[src/rtl/bsg_link_pkg.sv]
// Shared constants and types for the bsg upstream link: word/byte geometry, tx FSM states
// and the default credit configuration.
package bsg_link_pkg;

  localparam int unsigned IO_W                = 8;
  localparam int unsigned CORE_W              = 32;
  localparam int unsigned BYTES_PER_WORD      = 4;
  localparam int unsigned BYTE_IDX_W          = 2;
  localparam int unsigned CREDIT_INIT_DEF     = 128;
  localparam int unsigned CREDIT_PER_EDGE_DEF = 16;

  typedef enum logic {
    IDLE = 1'b0,
    SEND = 1'b1
  } tx_state_e;

  // Core word viewed as bytes; index 0 is bits [7:0] and goes out first.
  typedef logic [BYTES_PER_WORD-1:0][IO_W-1:0] core_word_t;

endpackage

[src/rtl/bsg_link_word_fifo.sv]
// Word FIFO with in-place head peek. Pointers carry an extra wrap bit so that
// full and empty can be told apart without a separate counter.
module bsg_link_word_fifo
  import bsg_link_pkg::*;
#(
  parameter int unsigned DEPTH = 4,
  parameter int unsigned W     = CORE_W
) (
  input  logic                       clk,
  input  logic                       rst_n,
  input  logic                       push_i,
  input  logic [W-1:0]               data_i,
  input  logic                       pop_i,
  output logic [W-1:0]               head_o,
  output logic                       full_o,
  output logic                       empty_o,
  output logic [$clog2(DEPTH):0]     count_o
);

  localparam int unsigned AW = $clog2(DEPTH);
  localparam int unsigned PW = AW + 1;

  logic [W-1:0]  mem_q [DEPTH];
  logic [PW-1:0] wr_ptr_q, wr_ptr_d;
  logic [PW-1:0] rd_ptr_q, rd_ptr_d;

  // Pointer advance; caller guarantees no push while full and no pop while empty.
  always_comb begin
    wr_ptr_d = wr_ptr_q;
    rd_ptr_d = rd_ptr_q;
    if (push_i) wr_ptr_d = wr_ptr_q + PW'(1);
    if (pop_i)  rd_ptr_d = rd_ptr_q + PW'(1);
  end

  always_ff @(posedge clk or negedge rst_n) begin
    if (!rst_n) begin
      wr_ptr_q <= '0;
      rd_ptr_q <= '0;
    end else begin
      wr_ptr_q <= wr_ptr_d;
      rd_ptr_q <= rd_ptr_d;
    end
  end

  // Storage needs no reset: occupancy is defined by the pointers alone.
  always_ff @(posedge clk) begin
    if (push_i) mem_q[wr_ptr_q[AW-1:0]] <= data_i;
  end

  assign head_o  = mem_q[rd_ptr_q[AW-1:0]];
  assign empty_o = (wr_ptr_q == rd_ptr_q);
  assign full_o  = (wr_ptr_q[AW-1:0] == rd_ptr_q[AW-1:0]) && (wr_ptr_q[AW] != rd_ptr_q[AW]);
  assign count_o = wr_ptr_q - rd_ptr_q;

endmodule

[src/rtl/bsg_upstream_channel_tx.sv]
// Upstream transmit stage: buffers 32-bit core words and serialises them low byte first
// onto the 8-bit io link, gated by credit returned as edges on io_token_in.
module bsg_upstream_channel_tx
  import bsg_link_pkg::*;
#(
  parameter int unsigned DEPTH           = 4,
  parameter int unsigned CREDIT_INIT     = CREDIT_INIT_DEF,
  parameter int unsigned CREDIT_PER_EDGE = CREDIT_PER_EDGE_DEF
) (
  input  logic              clk,
  input  logic              rst_n,
  input  logic              core_valid_in,
  input  logic [CORE_W-1:0] core_data_in,
  output logic              core_ready_out,
  output logic              io_valid_out,
  output logic [IO_W-1:0]   io_data_out,
  input  logic              io_token_in,
  output logic              credit_err
);

  localparam int unsigned CREDIT_W = $clog2(CREDIT_INIT + 1);
  localparam int unsigned SUM_W    = CREDIT_W + 1;
  localparam int unsigned CNT_W    = $clog2(DEPTH) + 1;

  tx_state_e             state_q, state_d;
  logic [BYTE_IDX_W-1:0] byte_idx_q, byte_idx_d;
  logic                  io_valid_q, io_valid_d;
  logic [IO_W-1:0]       io_data_q, io_data_d;
  logic [CREDIT_W-1:0]   credit_q, credit_d;
  logic                  credit_err_q, credit_err_d;
  logic                  tok_q;

  logic                  tok_edge;
  logic                  send;
  logic                  pop;
  logic                  push;
  logic                  fifo_full;
  logic                  fifo_empty;
  logic [CNT_W-1:0]      fifo_count;
  logic [CORE_W-1:0]     fifo_head;
  core_word_t            head_word;
  logic [SUM_W-1:0]      credit_sum;

  assign push           = core_valid_in & ~fifo_full;
  assign core_ready_out = ~fifo_full;
  assign head_word      = fifo_head;
  assign tok_edge       = io_token_in ^ tok_q;

  bsg_link_word_fifo #(
    .DEPTH (DEPTH),
    .W     (CORE_W)
  ) u_fifo (
    .clk     (clk),
    .rst_n   (rst_n),
    .push_i  (push),
    .data_i  (core_data_in),
    .pop_i   (pop),
    .head_o  (fifo_head),
    .full_o  (fifo_full),
    .empty_o (fifo_empty),
    .count_o (fifo_count)
  );

  // Serialiser FSM: next state, byte index, and the registered io byte.
  always_comb begin
    state_d    = state_q;
    byte_idx_d = byte_idx_q;
    io_valid_d = 1'b0;
    io_data_d  = io_data_q;
    send       = 1'b0;
    pop        = 1'b0;
    case (state_q)
      IDLE: begin
        if (!fifo_empty) begin
          state_d    = SEND;
          byte_idx_d = '0;
        end
      end
      SEND: begin
        if (credit_q != '0) begin
          send       = 1'b1;
          io_valid_d = 1'b1;
          io_data_d  = head_word[byte_idx_q];
          if (byte_idx_q == BYTE_IDX_W'(BYTES_PER_WORD - 1)) begin
            // Last byte frees the head; a same-cycle push keeps the stream gap-free.
            pop        = 1'b1;
            byte_idx_d = '0;
            state_d    = ((fifo_count > CNT_W'(1)) || push) ? SEND : IDLE;
          end else begin
            byte_idx_d = byte_idx_q + BYTE_IDX_W'(1);
          end
        end
      end
      default: state_d = IDLE;
    endcase
  end

  // Credit: add on token edge, subtract on send, clamp and flag on overflow.
  always_comb begin
    credit_d     = credit_q;
    credit_err_d = credit_err_q;
    credit_sum   = SUM_W'(credit_q)
                 + (tok_edge ? SUM_W'(CREDIT_PER_EDGE) : SUM_W'(0))
                 - (send ? SUM_W'(1) : SUM_W'(0));
    if (credit_sum > SUM_W'(CREDIT_INIT)) begin
      credit_d     = CREDIT_W'(CREDIT_INIT);
      credit_err_d = 1'b1;
    end else begin
      credit_d = credit_sum[CREDIT_W-1:0];
    end
  end

  always_ff @(posedge clk or negedge rst_n) begin
    if (!rst_n) begin
      state_q      <= IDLE;
      byte_idx_q   <= '0;
      io_valid_q   <= 1'b0;
      io_data_q    <= '0;
      credit_q     <= CREDIT_W'(CREDIT_INIT);
      credit_err_q <= 1'b0;
      tok_q        <= 1'b0;
    end else begin
      state_q      <= state_d;
      byte_idx_q   <= byte_idx_d;
      io_valid_q   <= io_valid_d;
      io_data_q    <= io_data_d;
      credit_q     <= credit_d;
      credit_err_q <= credit_err_d;
      tok_q        <= io_token_in;
    end
  end

  assign io_valid_out = io_valid_q;
  assign io_data_out  = io_data_q;
  assign credit_err   = credit_err_q;

endmodule

[config.mk]
export PLATFORM = sky130hd
export DESIGN_NAME = bsg_upstream_channel_tx
export DESIGN_NICKNAME = d
export VERILOG_FILES = /design/src/rtl/bsg_link_pkg.sv /design/src/rtl/bsg_link_word_fifo.sv /design/src/rtl/bsg_upstream_channel_tx.sv
export SDC_FILE = /design/constraint.sdc
export NUM_CORES = 1
export LEC_CHECK = 0
export BUFFER_PORTS_ARGS = -buffer_cell sky130_fd_sc_hd__buf_2
export CAP_MARGIN = 10
export CORE_MARGIN = 3
export CORE_UTILIZATION = 54
export CTS_CLUSTER_SIZE = 14
export DETAILED_ROUTE_END_ITERATION = 6
export PLACE_DENSITY = 0.72
export SETUP_SLACK_MARGIN = 0.15
export SYNTH_ARGS = -nofsm -noshare
export SYNTH_HDL_FRONTEND = slang
export SYNTH_SLANG_ARGS = --single-unit
[constraint.sdc]
create_clock -name clk -period 3.2 [get_ports clk]
set_input_delay 0.16 -clock clk [delete_from_list [all_inputs] [get_ports clk]]
set_output_delay 0.16 -clock clk [all_outputs]
set_load 0.005 [all_outputs]
# Yosys cells after proc, flatten, opt, wreduce, memory -nomap -nowiden
# Memory sizes are Yosys's and may differ from the RTL's.
# Index checks and enable logic that the tools add are counted.
# word_totals
register_bits	28
ramBits	128
in_bits	36
out_inout_bits	11
wordCells	55
n_memories	1
# memory_table
memory	depth	width	rd	rd_clocked_by_memory_dff	write_ports	line	rtl
u_fifo.mem_q	4	32	1	0	1	bsg_link_word_fifo.sv:23	logic [W-1:0] mem_q [DEPTH];
# op_classes
n_addsub	6
n_lt_le_gt_ge	3
eq_ne	6
n_mux	21
n_bitwise	4
reduce_logical	5
# op_table
cell	n
binary-select mux 8 bit (select 2 bit)	1
two-way mux 8 bit	2
two-way mux 1 bit	12
adder 8 x 5 -> 9 bit	1
> comparator 9 x 8 -> 1 bit, second input constant	1
subtractor 9 x 1 -> 9 bit	1
nonzero test 8 bit	1
adder 3 x 1 -> 3 bit, second input constant	2
two-way mux 2 bit	3
two-way mux 5 bit	1
one-hot mux 2 bit (2 select lines)	1
AND reduction 2 bit	2
equality test 3 bit	1
> comparator 3 x 1 -> 1 bit, second input constant	1
less-than comparator 2 x 3 -> 1 bit, second input constant	1
subtractor 3 bit	1
adder 2 x 1 -> 2 bit, second input constant	1
equality test 2 bit	1
equality test 2 bit, second input constant	1
inequality test 2 x 1 -> 1 bit, second input constant	1
inequality test 2 bit, second input constant	1
inverter 1 bit	2
one-hot mux 1 bit (2 select lines)	1
AND 1 bit	1
4 further kinds	4

# Logic depth before layout (Yosys ltp)
# Gate-level depths: netlist (run 1).
# logic_depth
depth_word	9
mapped_depth	15
ltp_nobuf	15

# Cells and area by module
# From an unflattened synthesis (run 1), not the netlist that was laid out.
# hier_totals
cells_unflattened	328
hier_area_um2	6476.2
# modules_own_cells
module	instances	cells_each	area_each_um2	seq_area_each_um2
bsg_link_word_fifo	1	205	5054.8	3993.8
bsg_upstream_channel_tx	1	123	1421.4	551.8

# Worst setup path after synthesis (run 1)
# OpenSTA, ideal clock, no wires.
# synth_path
path_kind	register to register
startpoint	reg credit_q[1]
endpoint	reg credit_err_q, in the netlist credit_err
setup_time_ps	131
t_arrival_ps	3218
t_required_ps	3069
path_slack_ps	-149
path_stages_with_launch	15
path_buffers	0
period_less_slack_ps	3349
cell_sequence	dfrtp_1 nor4_1 nand3_1 nand2_1 inv_1 ha_1 inv_1 ha_1 inv_1 fa_1 nor3b_1 nor2_1 xnor2_1 o41a_1 or3_1
# synth_between
elab_chain_cells	6
word_cells_on_any_way	7
classes_between	2 x add/sub; 1 x order compare; 3 x mux; 1 x reduce/logical
# synth_rtl
element	line	rtl
start, declared	bsg_upstream_channel_tx.sv:29	logic [CREDIT_W-1:0] credit_q, credit_d;
start signal, assigned	bsg_upstream_channel_tx.sv:119	credit_q <= CREDIT_W'(CREDIT_INIT);
start signal, assigned	bsg_upstream_channel_tx.sv:127	credit_q <= credit_d;
nonzero test 8 bit	bsg_upstream_channel_tx.sv:80	if (credit_q != '0) begin
two-way mux 1 bit (2 in series)	-	
via io_valid_d	bsg_upstream_channel_tx.sv:27	logic io_valid_q, io_valid_d;
two-way mux 1 bit	bsg_upstream_channel_tx.sv:104	- (send ? SUM_W'(1) : SUM_W'(0));
subtractor 9 x 1 -> 9 bit	bsg_upstream_channel_tx.sv:104	
> comparator 9 x 8 -> 1 bit	bsg_upstream_channel_tx.sv:105	if (credit_sum > SUM_W'(CREDIT_INIT)) begin
end signal, assigned	bsg_upstream_channel_tx.sv:128	credit_err_q <= credit_err_d;
end, declared	bsg_upstream_channel_tx.sv:30	logic credit_err_q, credit_err_d;
# The timed path passes the listed nets, and every way through them passes these cells.
# A chain may end at the register's enable or synchronous reset.

# Final worst setup path (run 1)
# layout_path
startpoint	reg credit_q[5]
endpoint	reg credit_err_q, in the netlist credit_err
# Same word-level chain as after synthesis.

==> impl_metrics.tcl, run 1 <==
set metrics [dict create \
    viasPerCell 5.72 \
    grt_pass1_vias 3715 \
    synth_flop_cell "edfxtp_1" \
    dieArea_um2 13200 \
    clk_latency_ns 0.42 \
    io_pins 47 \
    crit_fanout 3 \
    worstMarginPinSlew_ns 0.868 \
    cp_slowest_cell "o41a_1" \
    vias 3453 \
    synth_area_leader_cell "edfxtp_1" \
    hpwl_um 7000 \
    wirelength_um 12100 \
    status "completed" \
    period_share_pct 99.0 \
    place.gp.congestion 0.827 \
    cp.buffers_inverters 3 \
    startpoint_type "flip-flop" \
    setup_viol 0 \
    route.detailed.drc 0 \
    multi_input_area_um2 1840 \
    worstSetupStartpoint "credit_q[5]$_DFF_PN0_" \
    synth_area_leaders "edfxtp_1, mux4_2, dfrtp_1" \
    finClkSkew_ns 0.00934 \
    slew_headroom_pct 42.1 \
    irDropWorstVdd_v 0.000495 \
    final-hold-violation-count 0 \
    reg2reg_slack_ns 0.03 \
    synth_fp_nets 396 \
    rsz0062_at_grt "true" \
    rows 39 \
    io_buffers 46 \
    synth_top_area_share_pct 60.0 \
    wl_per_cell_um 20.0 \
    clock-sinks 156 \
    hp-class "in2reg" \
    hold_ws_ns 0.165 \
    n_fill_cell 768 \
    grt_usage_pct 19.9 \
    path_cells "nor4_2 -> nand3_2 -> nand2_2 -> inv_2 -> ha_4 -> inv_2 -> ha_4 -> inv_2 -> fa_2 -> nor3b_4 -> nor2_2 -> xnor2_2 -> o41a_1 -> or3_1" \
    r2r_cells 14 \
    path_clk_slew_ns 0.06 \
    timing.critical_path.mode_cell "inv_2" \
    syn-cell-area_um2 6400 \
    antenna_found_initial 0 \
    cp.depth 14 \
    yosysWarnings 0 \
    syn_inst 339 \
    power_density_nw_per_um2 1000 \
    critPathTopFamily "simple AND/OR/NAND/NOR gates" \
    clk_path_buf_depth 2 \
    grt_max_degree 34 \
    min_period_ns 3.17 \
    min_path_cells 3 \
    core_area_um2 11500 \
    final_core_util_pct 69.1 \
    endpoint_kind "flip-flop" \
    cts_tree "yes" \
    synth_seq_area_share_pct 71.0 \
    grt_pass1_wl_um 19300 \
    seq_area_um2 4550 \
    leakagePower_nw 2.97 \
    synth_cell_types 43 \
    post-place-ws_ns 0.110 \
    synth-edff-count 128 \
    ant_nets 0 \
    required_ns 3.49 \
    die-height_um 115 \
    worst_slack_ns 0.0321 \
    r2r-start "credit_q[5]$_DFF_PN0_" \
    grt_remaining_overflow 0 \
    critPathArrivalTime_ns 3.45 \
    cp-endpoint "credit_err$_DFFE_PN0N_" \
    numCtsBuffers 17 \
    worstHoldStart "core_valid_in" \
    syn_to_final_growth_pct 24.3 \
    max_stage_delay_ns 0.44 \
    crit_type "reg2reg" \
    slew_violations 0 \
    die_w_um 115 \
    htree_levels 4 \
    cts_root_buf "clkbuf_16" \
    synth_area_per_cell_um2 18.9 \
    first_iter_violations 233 \
    fmax_ghz 0.316 \
    maxCapViolCount 0 \
    diodes 0 \
    ys_async_sr_fraction_pct 17.9 \
    fin_nets 505 \
    r2r_end "credit_err$_DFFE_PN0N_" \
    ys_seq_elements 156 \
    drive_above_1_share_pct 33.4 \
    drt_first_pass_iters 4 \
    start_util_pct 55.6 \
]
layout make-up:
cell class	instances	share of cell area (%)
Clock inverter	13	2.12
Tap cell	143	2.25
Clock buffer	19	5.44
Timing Repair Buffer	99	9.06
Inverter	18	0.849
Multi-Input combinational cell	156	23.2
Sequential cell	156	57.1
cell usage after synthesis (all sizes together) (2+ instances only):
| master | n |
|---|---|
| nand3 | 4 |
| xnor2 | 7 |
| a21oi | 2 |
| buf | 5 |
| o31ai | 2 |
| nor2 | 6 |
| fa | 2 |
| a211oi | 2 |
| nor2b | 3 |
| o221ai | 7 |
| clkbuf | 4 |
| dfrtp | 27 |
| nor3 | 5 |
| xor2 | 5 |
| o21ai | 2 |
| edfxtp | 128 |
| mux2 | 3 |
| mux4 | 33 |
| ha | 19 |
| mux2i | 14 |
| a22o | 2 |
| inv | 18 |
| and3 | 4 |
| nor3b | 3 |
| nand2 | 17 |
per-layer routing:
layer,track usage (%),vias to the layer above,part of all wire [%]
li1,-,1570,-
met1,25.4,1778,42
met2,32.1,79,51
met3,5.47,26,4.3
met4,8.92,0,3.3
met5,0,-,0
kinds of logic after synthesis:
logic type               Yosys count  synth area share [%]
XOR/XNOR                          12                  1.64
multiplexers                      50                  14.3
buffers and inverters             27                  1.76
AO/OA/AOI/OAI                     24                  3.09
adder cells (fa/ha/maj)           21                  4.34
AND/OR/NAND/NOR                   49                  3.89
flip-flops                       156                  71.0
where the power goes:
group          leakage [nW]  switching, mW  internal, mW  total, mW
sequential             1.50          0.256          2.78       3.04
combinational          1.18           1.51          1.43       2.94
clock                 0.285          0.779          1.23       2.01
total                  2.97           2.54          5.44       7.99
worst min-delay path, stage by stage:
cell	delay (ns)
buf_2	0.11
and2_1	0.19
xnor2_1	0.08
placed cells by master, fill, tap and decap left out, types with 14 or more instances in the layout:
master	count
dlygate4sd3_1	34
clkbuf_16	17
mux2i_1	14
buf_4	17
inv_1	14
buf_2	46
mux4_2	33
dfrtp_1	26
nand2_1	16
edfxtp_1	128
ha_1	16
metrics by stage:
step | total power, mW | area, um^2 | setup TNS [ns] | std cells
after CTS | 7.75 | 7810 | 0 | 597
after detailed placement | 5.68 | 6850 | 0 | 529
after global placement | 5.60 | 6850 | 0 | 529
final | 7.99 | 7960 | 0 | 604
after global routing | 8.45 | 7960 | -0.429 | 604
after floorplan | 4.91 | 6410 | 0 | 339
flip-flops by register name (all words and copies together) (netlist names):
register and cells:
u_fifo.mem_q 128, credit_q 8, byte_idx_q 2, io_data_out 8, u_fifo.rd_ptr_q 3, tok_q 1
credit_err 1, state_q 1, u_fifo.wr_ptr_q 3, io_valid_out 1
how the worst min path moves through the flow:
stage	end	slack, ns
6_report	u_fifo.wr_ptr_q[0]$_DFFE_PN0P_	0.16
3_3_place_gp	tok_q$_DFF_PN0_	0.21
4_1_cts	u_fifo.wr_ptr_q[0]$_DFFE_PN0P_	0.15
2_1_floorplan	byte_idx_q[0]$_DFFE_PN0P_	-0.14
5_1_grt	u_fifo.wr_ptr_q[0]$_DFFE_PN0P_	0.19
3_5_place_dp	tok_q$_DFF_PN0_	0.22
repair_timing:
item | CTS | global route
gates resized for setup | 1 | 20
hold buffers | 34 | 0
pin swaps | 3 | 12
hold endpoints to repair | 156 | 0
buffers inserted | 2 | 7
endpoints found under the setup margin | 5 | 9
Note: power is estimated with default switching activity, not from simulation.
==> run 2: changes to the inputs <==
--- a/config.mk
+++ b/config.mk
@@ -12,7 +12,7 @@
 export CTS_CLUSTER_SIZE = 14
 export DETAILED_ROUTE_END_ITERATION = 6
 export PLACE_DENSITY = 0.72
-export SETUP_SLACK_MARGIN = 0.15
+export SETUP_SLACK_MARGIN = 0.4
 export SYNTH_ARGS = -nofsm -noshare
 export SYNTH_HDL_FRONTEND = slang
 export SYNTH_SLANG_ARGS = --single-unit
==> run 2 against run 1 <==
  * Final cell count is 0.50% higher
  * Sequential share of layout area is 0.46 points higher
  * Combinational power is 1% higher
  * Cell area is 0.80% lower
  * Count of clock-buffer cells in the layout is 2 higher
==> impl_metrics.tcl, run 2 (synthesis gave the netlist of run 1 again) <==
set metrics [dict create \
    hpwl_um 7300 \
    grt_max_degree 34 \
    seq_power_share_pct 38.8 \
    syn_to_final_growth_pct 23.3 \
    path_clk_slew_ns 0.06 \
    status "completed" \
    r2r-start "credit_q[0]$_DFF_PN0_" \
    p_sw_mw 2.49 \
    cts_root_buf "clkbuf_16" \
    fmax_ghz 0.323 \
    power.total_mw 7.78 \
    cp.depth 14 \
    startpoint_type "flip-flop" \
    min_period_ns 3.09 \
    reg2reg_slack_ns 0.11 \
    drt_first_pass_iters 4 \
    core_area_um2 11500 \
    io_buffers 46 \
    r2r_cells 14 \
    io_pins 47 \
    period_share_pct 96.6 \
    ant_nets 0 \
    rows 39 \
    leakagePower_nw 2.95 \
    r2r_end "credit_err$_DFFE_PN0N_" \
    clk_latency_ns 0.41 \
    pwr-share-comb_pct 38.3 \
    worstMarginPinSlew_ns 0.872 \
    max_stage_delay_ns 0.40 \
    cp_slowest_cell "dfrtp_1" \
    slew_violations 0 \
    met3_usage_pct 4.37 \
    fin_nets 508 \
    met1_usage_pct 26.9 \
    path_cells "nor4_2 -> nand3_1 -> nand2_2 -> inv_2 -> ha_4 -> inv_4 -> ha_4 -> inv_2 -> fa_2 -> nor3b_4 -> nor2_2 -> xnor2_1 -> o41a_1 -> or3_1" \
    required_ns 3.49 \
    hold_ws_ns 0.179 \
    place.gp.congestion 0.814 \
    drive_above_1_share_pct 33.2 \
    wl_per_cell_um 19.9 \
    largest_reg_flops 128 \
    final-hold-violation-count 0 \
    power_density_nw_per_um2 986 \
    use_met2_pct 31.0 \
    hp-class "in2reg" \
    viasPerCell 5.67 \
    wirelength_um 12100 \
    clock-sinks 156 \
    clk_path_buf_depth 2 \
    final_common_cell "edfxtp_1" \
    grt_pass1_vias 3580 \
    maxCapViolCount 0 \
    intPower_mw 5.29 \
    start_util_pct 55.6 \
    crit_fanout 3 \
    grt_remaining_overflow 0 \
    irDropWorstVdd_v 0.000523 \
    antenna_found_initial 0 \
    critPathArrivalTime_ns 3.38 \
    vias 3440 \
    diodes 0 \
    layout_common_cells "edfxtp_1, buf_2, dlygate4sd3_1" \
    first_iter_violations 298 \
    numCtsBuffers 17 \
    crit_type "reg2reg" \
    endpoint_kind "flip-flop" \
    cp.buffers_inverters 3 \
    pwr-share-clk_pct 22.9 \
    finClkSkew_ns 0.00805 \
    setup_viol 0 \
    busiest_layer "met2" \
    cp-endpoint "credit_err$_DFFE_PN0N_" \
    rsz0062_at_grt "true" \
    grt_pass1_wl_um 19200 \
    slew_headroom_pct 41.9 \
    swShare_pct 32.0 \
    htree_levels 4 \
    worstSetupStartpoint "credit_q[0]$_DFF_PN0_" \
    critPathTopFamily "simple AND/OR/NAND/NOR gates" \
    cts_tree "yes" \
    dieArea_um2 13200 \
    die-height_um 115 \
    die_w_um 115 \
    route.detailed.drc 0 \
    grt_usage_pct 19.7 \
]
## run 2: changes by cell type in the layout (fill, tap and decap cells not counted), moves of 3 or more
cell,delta
clkinv_4,-4
clkinv_1,+4
and3_1,-4
clkinv_2,+3
buf_4,+4
and3_2,+4
## run 2: worst min-delay path: stages
cell	delay (ns)
buf_2	0.11
and2_1	0.20
xnor2_1	0.08
## run 2: metrics by stage
step / worst slack, ns / cells / utilization (%) / cell area, um^2 / setup TNS (ns)
3_5_place_dp: 0.132 / 531 / 59.7 / 6880 / 0
4_1_cts: 0.321 / 600 / 67.8 / 7800 / 0
2_1_floorplan: 0.223 / 339 / - / 6420 / 0
3_3_place_gp: 0.297 / 531 / 59.7 / 6880 / 0
6_report: 0.108 / 607 / 68.6 / 7900 / 0
5_1_grt: -0.0722 / 607 / 68.6 / 7900 / -0.340
## run 2: final cells by class
class                   count  area [um^2]
inverters                  18         70.1
fillers                   781         3620
flip-flops and latches    156         4550
clock buffers              21          440
clock inverters            11         77.6
multi-input cells         156         1840
repair buffers            102          739
well taps                 143          179
## run 2: layer usage
| layer | vias up | share of wire [%] |
|---|---|---|
| li1 | 1571 | - |
| met1 | 1765 | 43 |
| met2 | 87 | 50 |
| met3 | 17 | 4.3 |
| met4 | 0 | 2.2 |
| met5 | - | 0 |
## run 2: how the worst min path moves through the flow
stage / startpoint / endpoint / slack [ns] / cells after the start
floorplan: rst_n / byte_idx_q[0]$_DFFE_PN0P_ / -0.14 / 0
global placement: rst_n / tok_q$_DFF_PN0_ / 0.22 / 1
detailed placement: rst_n / tok_q$_DFF_PN0_ / 0.23 / 1
CTS: core_valid_in / u_fifo.wr_ptr_q[0]$_DFFE_PN0P_ / 0.16 / 3
global route: core_valid_in / u_fifo.wr_ptr_q[0]$_DFFE_PN0P_ / 0.21 / 3
finish: core_valid_in / u_fifo.wr_ptr_q[0]$_DFFE_PN0P_ / 0.18 / 3
## run 2: repair_timing
action | CTS | global route
resized for setup | 9 | 10
pin swaps | 1 | 5
setup endpoints to repair | 9 | 9
endpoints found under the hold margin | 156 | 0
buffers inserted | 3 | 7
hold buffers | 34 | 0
## run 2: power by group through the flow
stage / Clock [mW] / Combinational (mW) / Sequential [mW]
6_report: 1.78 / 2.98 / 3.02
5_1_grt: 1.89 / 3.29 / 3.07
4_1_cts: 1.80 / 2.81 / 3.03
3_5_place_dp: 0 / 2.65 / 3.06
3_3_place_gp: 0 / 2.60 / 3.03
2_1_floorplan: 0 / 1.96 / 2.95
